<file path="src/rtl/mac_pkg.sv">
// Shared definitions for the MAC job controller slice: FSM state encoding,
// response status codes and the default watchdog length.
package mac_pkg;

  typedef enum logic [1:0] {
    IDLE  = 2'b00,
    START = 2'b01,
    WAIT  = 2'b10,
    RESP  = 2'b11
  } state_t;

  localparam logic [1:0] ST_OK      = 2'b00;
  localparam logic [1:0] ST_TIMEOUT = 2'b01;

  localparam int DEFAULT_TIMEOUT_CYCLES = 100;

endpackage

</file>
<file path="src/rtl/mac_edge_det.sv">
// Rising-edge detector for level-style "done" signals. The history register
// resets to 1 so a level that is already high when reset releases is not
// mistaken for a fresh rising edge.
module mac_edge_det (
  input  logic clk,
  input  logic srstn,
  input  logic level,
  output logic rise
);

  logic level_q;

  // Track the previous value of the level every cycle
  always_ff @(posedge clk or negedge srstn) begin
    if (!srstn) begin
      level_q <= 1'b1;
    end else begin
      level_q <= level;
    end
  end

  assign rise = level & ~level_q;

endmodule

</file>
<file path="src/rtl/mac_job_ctrl.sv">
// Initiator side of the MAC start/done handshake. Accepts one job at a time
// from the host, issues a single-cycle start pulse to mac_top, waits for a
// fresh rising edge of processing_done under a watchdog, and returns the job
// tag, status and elapsed WAIT cycles on a valid/ready response channel.
//
// Optional build macro MAC_JOB_CTRL_STATS_EN adds saturating per-status
// completion counters (stat_ok_cnt, stat_to_cnt).
module mac_job_ctrl
  import mac_pkg::*;
#(
  parameter int TIMEOUT_CYCLES = DEFAULT_TIMEOUT_CYCLES,
  parameter int CNT_W          = 16,
  parameter int JOB_ID_W       = 4
) (
  input  logic                clk,
  input  logic                srstn,
  input  logic                job_valid,
  output logic                job_ready,
  input  logic [JOB_ID_W-1:0] job_id,
  output logic                start_processing,
  input  logic                processing_done,
  output logic                rsp_valid,
  input  logic                rsp_ready,
  output logic [JOB_ID_W-1:0] rsp_id,
  output logic [1:0]          rsp_status,
  output logic [CNT_W-1:0]    rsp_cycles,
  output logic                busy
`ifdef MAC_JOB_CTRL_STATS_EN
  ,
  output logic [15:0]         stat_ok_cnt,
  output logic [15:0]         stat_to_cnt
`endif
);

  localparam logic [CNT_W-1:0] LAST_WAIT = CNT_W'(TIMEOUT_CYCLES - 1);
  localparam logic [CNT_W-1:0] TO_CYCLES = CNT_W'(TIMEOUT_CYCLES);

  state_t              state;
  logic [CNT_W-1:0]    counter;
  logic [JOB_ID_W-1:0] id_q;
  logic                done_rise;

  mac_edge_det u_done_edge (
    .clk   (clk),
    .srstn (srstn),
    .level (processing_done),
    .rise  (done_rise)
  );

  // Job FSM with registered handshake outputs and the WAIT cycle counter
  always_ff @(posedge clk or negedge srstn) begin
    if (!srstn) begin
      state            <= IDLE;
      job_ready        <= 1'b1;
      start_processing <= 1'b0;
      rsp_valid        <= 1'b0;
      rsp_id           <= '0;
      rsp_status       <= ST_OK;
      rsp_cycles       <= '0;
      busy             <= 1'b0;
      counter          <= '0;
      id_q             <= '0;
    end else begin
      case (state)
        IDLE: begin
          if (job_valid && job_ready) begin
            id_q             <= job_id;
            state            <= START;
            start_processing <= 1'b1;
            job_ready        <= 1'b0;
            busy             <= 1'b1;
          end
        end
        START: begin
          start_processing <= 1'b0;
          counter          <= '0;
          state            <= WAIT;
        end
        WAIT: begin
          if (done_rise) begin
            rsp_status <= ST_OK;
            rsp_cycles <= counter + CNT_W'(1);
            rsp_id     <= id_q;
            rsp_valid  <= 1'b1;
            state      <= RESP;
          end else if (counter == LAST_WAIT) begin
            rsp_status <= ST_TIMEOUT;
            rsp_cycles <= TO_CYCLES;
            rsp_id     <= id_q;
            rsp_valid  <= 1'b1;
            state      <= RESP;
          end else begin
            counter <= counter + CNT_W'(1);
          end
        end
        RESP: begin
          if (rsp_ready) begin
            rsp_valid <= 1'b0;
            job_ready <= 1'b1;
            busy      <= 1'b0;
            state     <= IDLE;
          end
        end
        default: begin
          state            <= IDLE;
          job_ready        <= 1'b1;
          start_processing <= 1'b0;
          rsp_valid        <= 1'b0;
          busy             <= 1'b0;
        end
      endcase
    end
  end

`ifdef MAC_JOB_CTRL_STATS_EN
  // Count consumed responses per status, holding at the maximum value
  always_ff @(posedge clk or negedge srstn) begin
    if (!srstn) begin
      stat_ok_cnt <= '0;
      stat_to_cnt <= '0;
    end else if (state == RESP && rsp_ready) begin
      if (rsp_status == ST_OK && stat_ok_cnt != 16'hFFFF) begin
        stat_ok_cnt <= stat_ok_cnt + 16'd1;
      end else if (rsp_status == ST_TIMEOUT && stat_to_cnt != 16'hFFFF) begin
        stat_to_cnt <= stat_to_cnt + 16'd1;
      end
    end
  end
`endif

endmodule
</file>
<file path="config.mk">
export PLATFORM = sky130hd
export DESIGN_NAME = mac_job_ctrl
export DESIGN_NICKNAME = d
export VERILOG_FILES = /design/src/rtl/mac_pkg.sv /design/src/rtl/mac_edge_det.sv /design/src/rtl/mac_job_ctrl.sv
export SDC_FILE = /design/constraint.sdc
export NUM_CORES = 1
export LEC_CHECK = 0
export BUFFER_PORTS_ARGS = -buffer_cell sky130_fd_sc_hd__buf_4
export CORE_UTILIZATION = 40
export CTS_CLUSTER_DIAMETER = 100
export DETAILED_ROUTE_END_ITERATION = 8
export GPL_ROUTABILITY_DRIVEN = 0
export REMOVE_ABC_BUFFERS = 1
export SETUP_SLACK_MARGIN = 0.3
export SYNTH_ARGS = -nofsm -noshare
export SYNTH_HDL_FRONTEND = slang
export SYNTH_SLANG_ARGS = --single-unit
</file>
<file path="constraint.sdc">
create_clock -name clk -period 2.2 [get_ports clk]
set_clock_uncertainty 0.1 [all_clocks]
set_input_delay 0.44 -clock clk [delete_from_list [all_inputs] [get_ports clk]]
set_output_delay 0.44 -clock clk [all_outputs]
set_load 0.05 [all_outputs]
</file>
Word level (Yosys, flattened, before mapping). Index checks and enable logic that the tools add are counted.

$add $sub $neg: 1. Equal/unequal tests: 9. Multiplexer cells: 24. Bitwise operators: 2. Reduce and logical (&&, ||, !) cells: 14.

Operators with widths (count): two-way mux 16 bit (4); case mux 16 bit (2 select lines) (1); adder 16 x 1 -> 16 bit (second input constant) (1); == test 16 x 7 -> 1 bit (second input constant) (1); two-way mux 2 bit (6); AND reduction 3 bit (4); nonzero test 2 bit (5); two-way mux 4 bit (2); != test 2 bit (second input constant) (4); case mux 1 bit (2 select lines) (4); case mux 2 bit (4 select lines) (1); two-way mux 1 bit (6); AND reduction 2 bit (3); == test 2 bit (second input constant) (2); != test 3 bit (second input constant) (1); == test 2 x 1 -> 1 bit (second input constant) (1); logical NOT 2 bit (1); bitwise AND 1 bit (1); logical AND 1 bit (1); NOT 1 bit (1).

Register bits: 49. Bits of input ports: 9. Output and inout bits: 26. Logic and storage cells: 61.

Logic depth before layout (Yosys ltp).
Word-level depth: 4. Depth in mapped cells: 7. Depth with buffers taken out: 5.

By module. From an unflattened synthesis, not the netlist that was laid out.

Cell total of the unflattened synthesis: 229. Area total of the unflattened synthesis: 2452.4 sq um.

Modules (own cells, without submodules): mac_job_ctrl (times used 1, cells each 227, area an instance 2412.3 sq um, seq. area each 1177.4 sq um); mac_edge_det (times used 1, cells each 2, area an instance 40.0 sq um, seq. area each 26.3 sq um).

Least setup slack after synthesis. No wires, ideal clock.

Path kind: register to register. From: register counter[0]. To: register rsp_id[0]. Setup time: 0.128 ns. Arrival: 1.779 ns. Required time: 1.972 ns. Slack: 0.193 ns. Stages on the path, launching flop included: 7. Buffers on the path: 1. Period minus slack after synthesis: 2.007 ns. Path through: dfrtp_1 > ha_1 > and4b_1 > and4_1 > buf_6 > a21oi_4 > mux2_1.

Cells in the longest elaborated chain, start to end: 3.

RTL lines: from (decl) (RTL line mac_job_ctrl.sv:39) `logic [CNT_W-1:0] counter;`; from (signal assigned) (RTL line mac_job_ctrl.sv:93) `counter <= counter + CNT_W'(1);`; == test 16 x 7 -> 1 bit (RTL line mac_job_ctrl.sv:86) `end else if (counter == LAST_WAIT) begin`; nonzero test 2 bit (no source line); AND reduction 2 bit (no source line); to (signal assigned) (RTL line mac_job_ctrl.sv:83) `rsp_id <= id_q;`; to (signal assigned) (RTL line mac_job_ctrl.sv:89) `rsp_id <= id_q;`; to (decl) (RTL line mac_job_ctrl.sv:24) `output logic [JOB_ID_W-1:0] rsp_id,`.

No other way between the ends. A chain may end at the register's enable or synchronous reset.

Final worst setup path.
From: register counter[0]. To: register counter[14].

Cells in the longest elaborated chain, start to end: 4. Elaborated cells between the ends (all ways): 7. Classes of those cells: add/sub: 1; eq/ne: 2; mux: 3; reduce/logical: 1.

RTL lines: adder 16 x 1 -> 16 bit (RTL line mac_job_ctrl.sv:93); two-way mux 16 bit (RTL line mac_job_ctrl.sv:86); two-way mux 16 bit (RTL line mac_job_ctrl.sv:80) `if (done_rise) begin`; case mux 16 bit (2 select lines) (RTL line mac_job_ctrl.sv:64) `case (state)`.

Several ways; a longest one is shown, not always the timed one. The select of a mux whose other input is x is not followed.

==> results.py <==
metrics = {
    "clocking": {
        "path_clk_slew_ps": 90,
        "postCtsHoldBufs": 0,
        "clockBufferDepth": 2,
        "htreeDepth": 2,
        "worst_skew_pair.late_latency_ps": 300,
        "cts_buffers": 5,
        "cts_tree": "done",
        "root_buffer": "clkbuf_8",
        "cts_sinks": 48,
    },
    "synth": {
        "synth_edf_count": 0,
        "synth_most_common_cell": "dfrtp_1",
        "yosysSeqAreaShare_pct": 47.6,
        "syn-instance-count": 224,
        "syn-cell-area_um2": 2530,
        "ys.flop_type": "dfrtp_1",
        "synth_area_leaders": "dfrtp_1, a221o_1, a22o_1",
        "ys_async_sr_fraction_pct": 100,
        "postSynthAreaPerCell_um2": 11.3,
        "yosysTopAreaCell": "dfrtp_1",
        "ys_seq_elements": 48,
        "synthDistinctLibCells": 51,
        "ys_top_cells_by_count": "dfrtp_1, a221o_1, nor4_1",
        "synth.top_cell.area_share_pct": 45.6,
        "synth_warnings": 0,
    },
    "route": {
        "wirelength_mm": 5.87,
        "num_vias": 2015,
        "vias_per_cell": 5.79,
        "ant_nets": 0,
        "dr.first_iter.drc_count": 88,
        "dr.pass1.iters": 4,
        "post-route-drc-count": 0,
        "wire_per_inst_um": 16.9,
    },
    "pwr": {
        "power_density_nw_per_um2": 484,
        "ir_drop_mv": 0.492,
        "leakage_nw": 1.46,
    },
    "setup_path": {
        "start_kind": "flip-flop",
        "cp_max_fo": 7,
        "critPathMaxStageDelay_ps": 420,
        "crit_arrival_ps": 2040,
        "crit_buf_inv": 1,
        "cp_slowest_cell": "dfrtp_1",
        "critical_path.endpoint_type": "flip-flop",
        "timing_worst_setup_path_type": "reg -> reg",
        "cp_top_family": "simple AND/OR/NAND/NOR gates",
        "worstPathCellList": "ha_4 -> and4b_1 -> and4_4 -> buf_6 -> nor2_2 -> a221o_1",
        "crit_required_ps": 2340,
    },
    "sta": {
        "period_needed_ps": 1900,
        "fmax_mhz": 526,
        "fin_crit_sh_pct": 86.4,
        "hold_viol": 0,
        "finalSetupTns_ps": 0,
        "drv_slew": 0,
        "rsz0062_at_grt": "yes",
        "slew_headroom_pct": 58.3,
        "worstMarginPinSlew_ps": 626,
        "finalSetupViolCount": 0,
    },
    "layout": {
        "area_growth_pct": 27.5,
        "drive_gt1_share_pct": 38.1,
        "antenna_cells": 0,
        "fin_nets": 287,
        "multiInputGateArea_um2": 1330,
        "final_util_pct": 53.8,
        "fillers": 519,
        "ff_latch_area_um2": 1210,
    },
    "die": {
        "initial_core_util_pct": 42.2,
        "fp.dieH_um": 81.5,
        "io_pins": 35,
        "rows": 28,
        "core_um2": 5990,
        "die_w_um": 81.5,
        "design.die.area_um2": 6640,
    },
    "hold_path": {
        "hold_path_class": "in -> async",
    },
    "grt": {
        "grt_antenna_before_repair": 0,
        "globalRouteOverflowTotal": 0,
        "grt_pass1_wl_mm": 9.29,
        "first_global_vias": 1922,
        "grt_max_degree": 49,
        "grt_usage_pct": 18.6,
    },
    "run": {
        "maxCapViolCount": 0,
    },
    "outcome": {
        "status": "completed",
    },
    "placement": {
        "io_buffers": 33,
        "dp_hpwl_mm": 3.81,
    },
}
-- placed cells by master (no fill, tap or decap), types with 6 or more instances in the layout --
master	n
nand3_1	7
xor2_1	6
buf_4	52
nand2_1	6
nor4_1	7
dfrtp_1	41
a22o_1	10
a221o_1	12
-- cell families after synthesis --
group | Yosys count | share of synthesized area (%)
other cells | 1 | 0.148
flops | 48 | 47.6
xor+xnor | 10 | 3.47
fa+ha+maj | 6 | 2.97
mux | 10 | 4.46
simple gates | 74 | 18.8
buf+inv | 23 | 5.75
compound gates | 52 | 16.8
-- final cells by class --
| type | count | area share [%] |
|---|---|---|
| multi-input cells | 154 | 41.2 |
| flip-flops and latches | 48 | 37.6 |
| repair buffers | 57 | 14.1 |
| well taps | 75 | 2.91 |
| clock buffers | 5 | 2.14 |
| clock inverters | 3 | 1.32 |
| inverters | 6 | 0.699 |
-- report_power, final --
group / internal, mW / switching [mW] / leakage, nW / total [mW]
registers: 0.883 / 0.000224 / 0.640 / 0.883
logic: 0.0100 / 0.0251 / 0.768 / 0.0351
clock network: 0.337 / 0.302 / 0.0541 / 0.639
total: 1.23 / 0.328 / 1.46 / 1.56
-- state kept, by name, summed over array words and instances, names as in the netlist --
name and cells:
u_done_edge.level_q 1, job_ready 1, rsp_cycles 16, rsp_id 4, id_q 4, counter 16
start_processing 1, busy 1, state 2, rsp_status 1, rsp_valid 1
-- through the flow --
step           instances  hold slack, ps  power (mW)  instance area (µm²)  worst slack [ps]
3_5_place_dp         335             366       0.937                 2900               122
6_report             348            53.2        1.56                 3220               298
4_1_cts              347            56.2        1.57                 3120               284
5_1_grt              348            89.2        1.61                 3220               279
2_1_floorplan        207            44.4       0.907                 2400             -15.6
3_3_place_gp         335             358       0.936                 2900               176
-- final timing paths --
kind	end	cells after the start	slack, ps	start
worst max-delay path	counter[14]$_DFFE_PN0P_	6	300	counter[0]$_DFFE_PN0P_
worst min-delay path	start_processing$_DFFE_PN0P_	1	50	srstn
worst max register to register	counter[14]$_DFFE_PN0P_	6	300	counter[0]$_DFFE_PN0P_
worst min register to register	rsp_id[2]$_DFFE_PN0P_	1	380	id_q[2]$_DFFE_PN0P_
max in group asynchronous	counter[4]$_DFFE_PN0P_	1	1490	srstn
min in group clk	u_done_edge.level_q$_DFF_PN1_	1	150	processing_done
-- per-layer routing --
layer	global-route usage, %	share of wire [%]	routed length [µm]
met5	0	0	0
met2	29.7	46	2700
met3	3.78	3.8	223
met4	6.07	1.6	95
met1	25.2	49	2850
-- what timing repair did --
action                     in CTS  in global routing
pin swaps                       4                  5
cloned                          0                  1
gates resized for setup        16                 19
buffers inserted                4                  0
setup endpoints to repair      34                 25
Note: power is estimated with default switching activity, not from simulation.
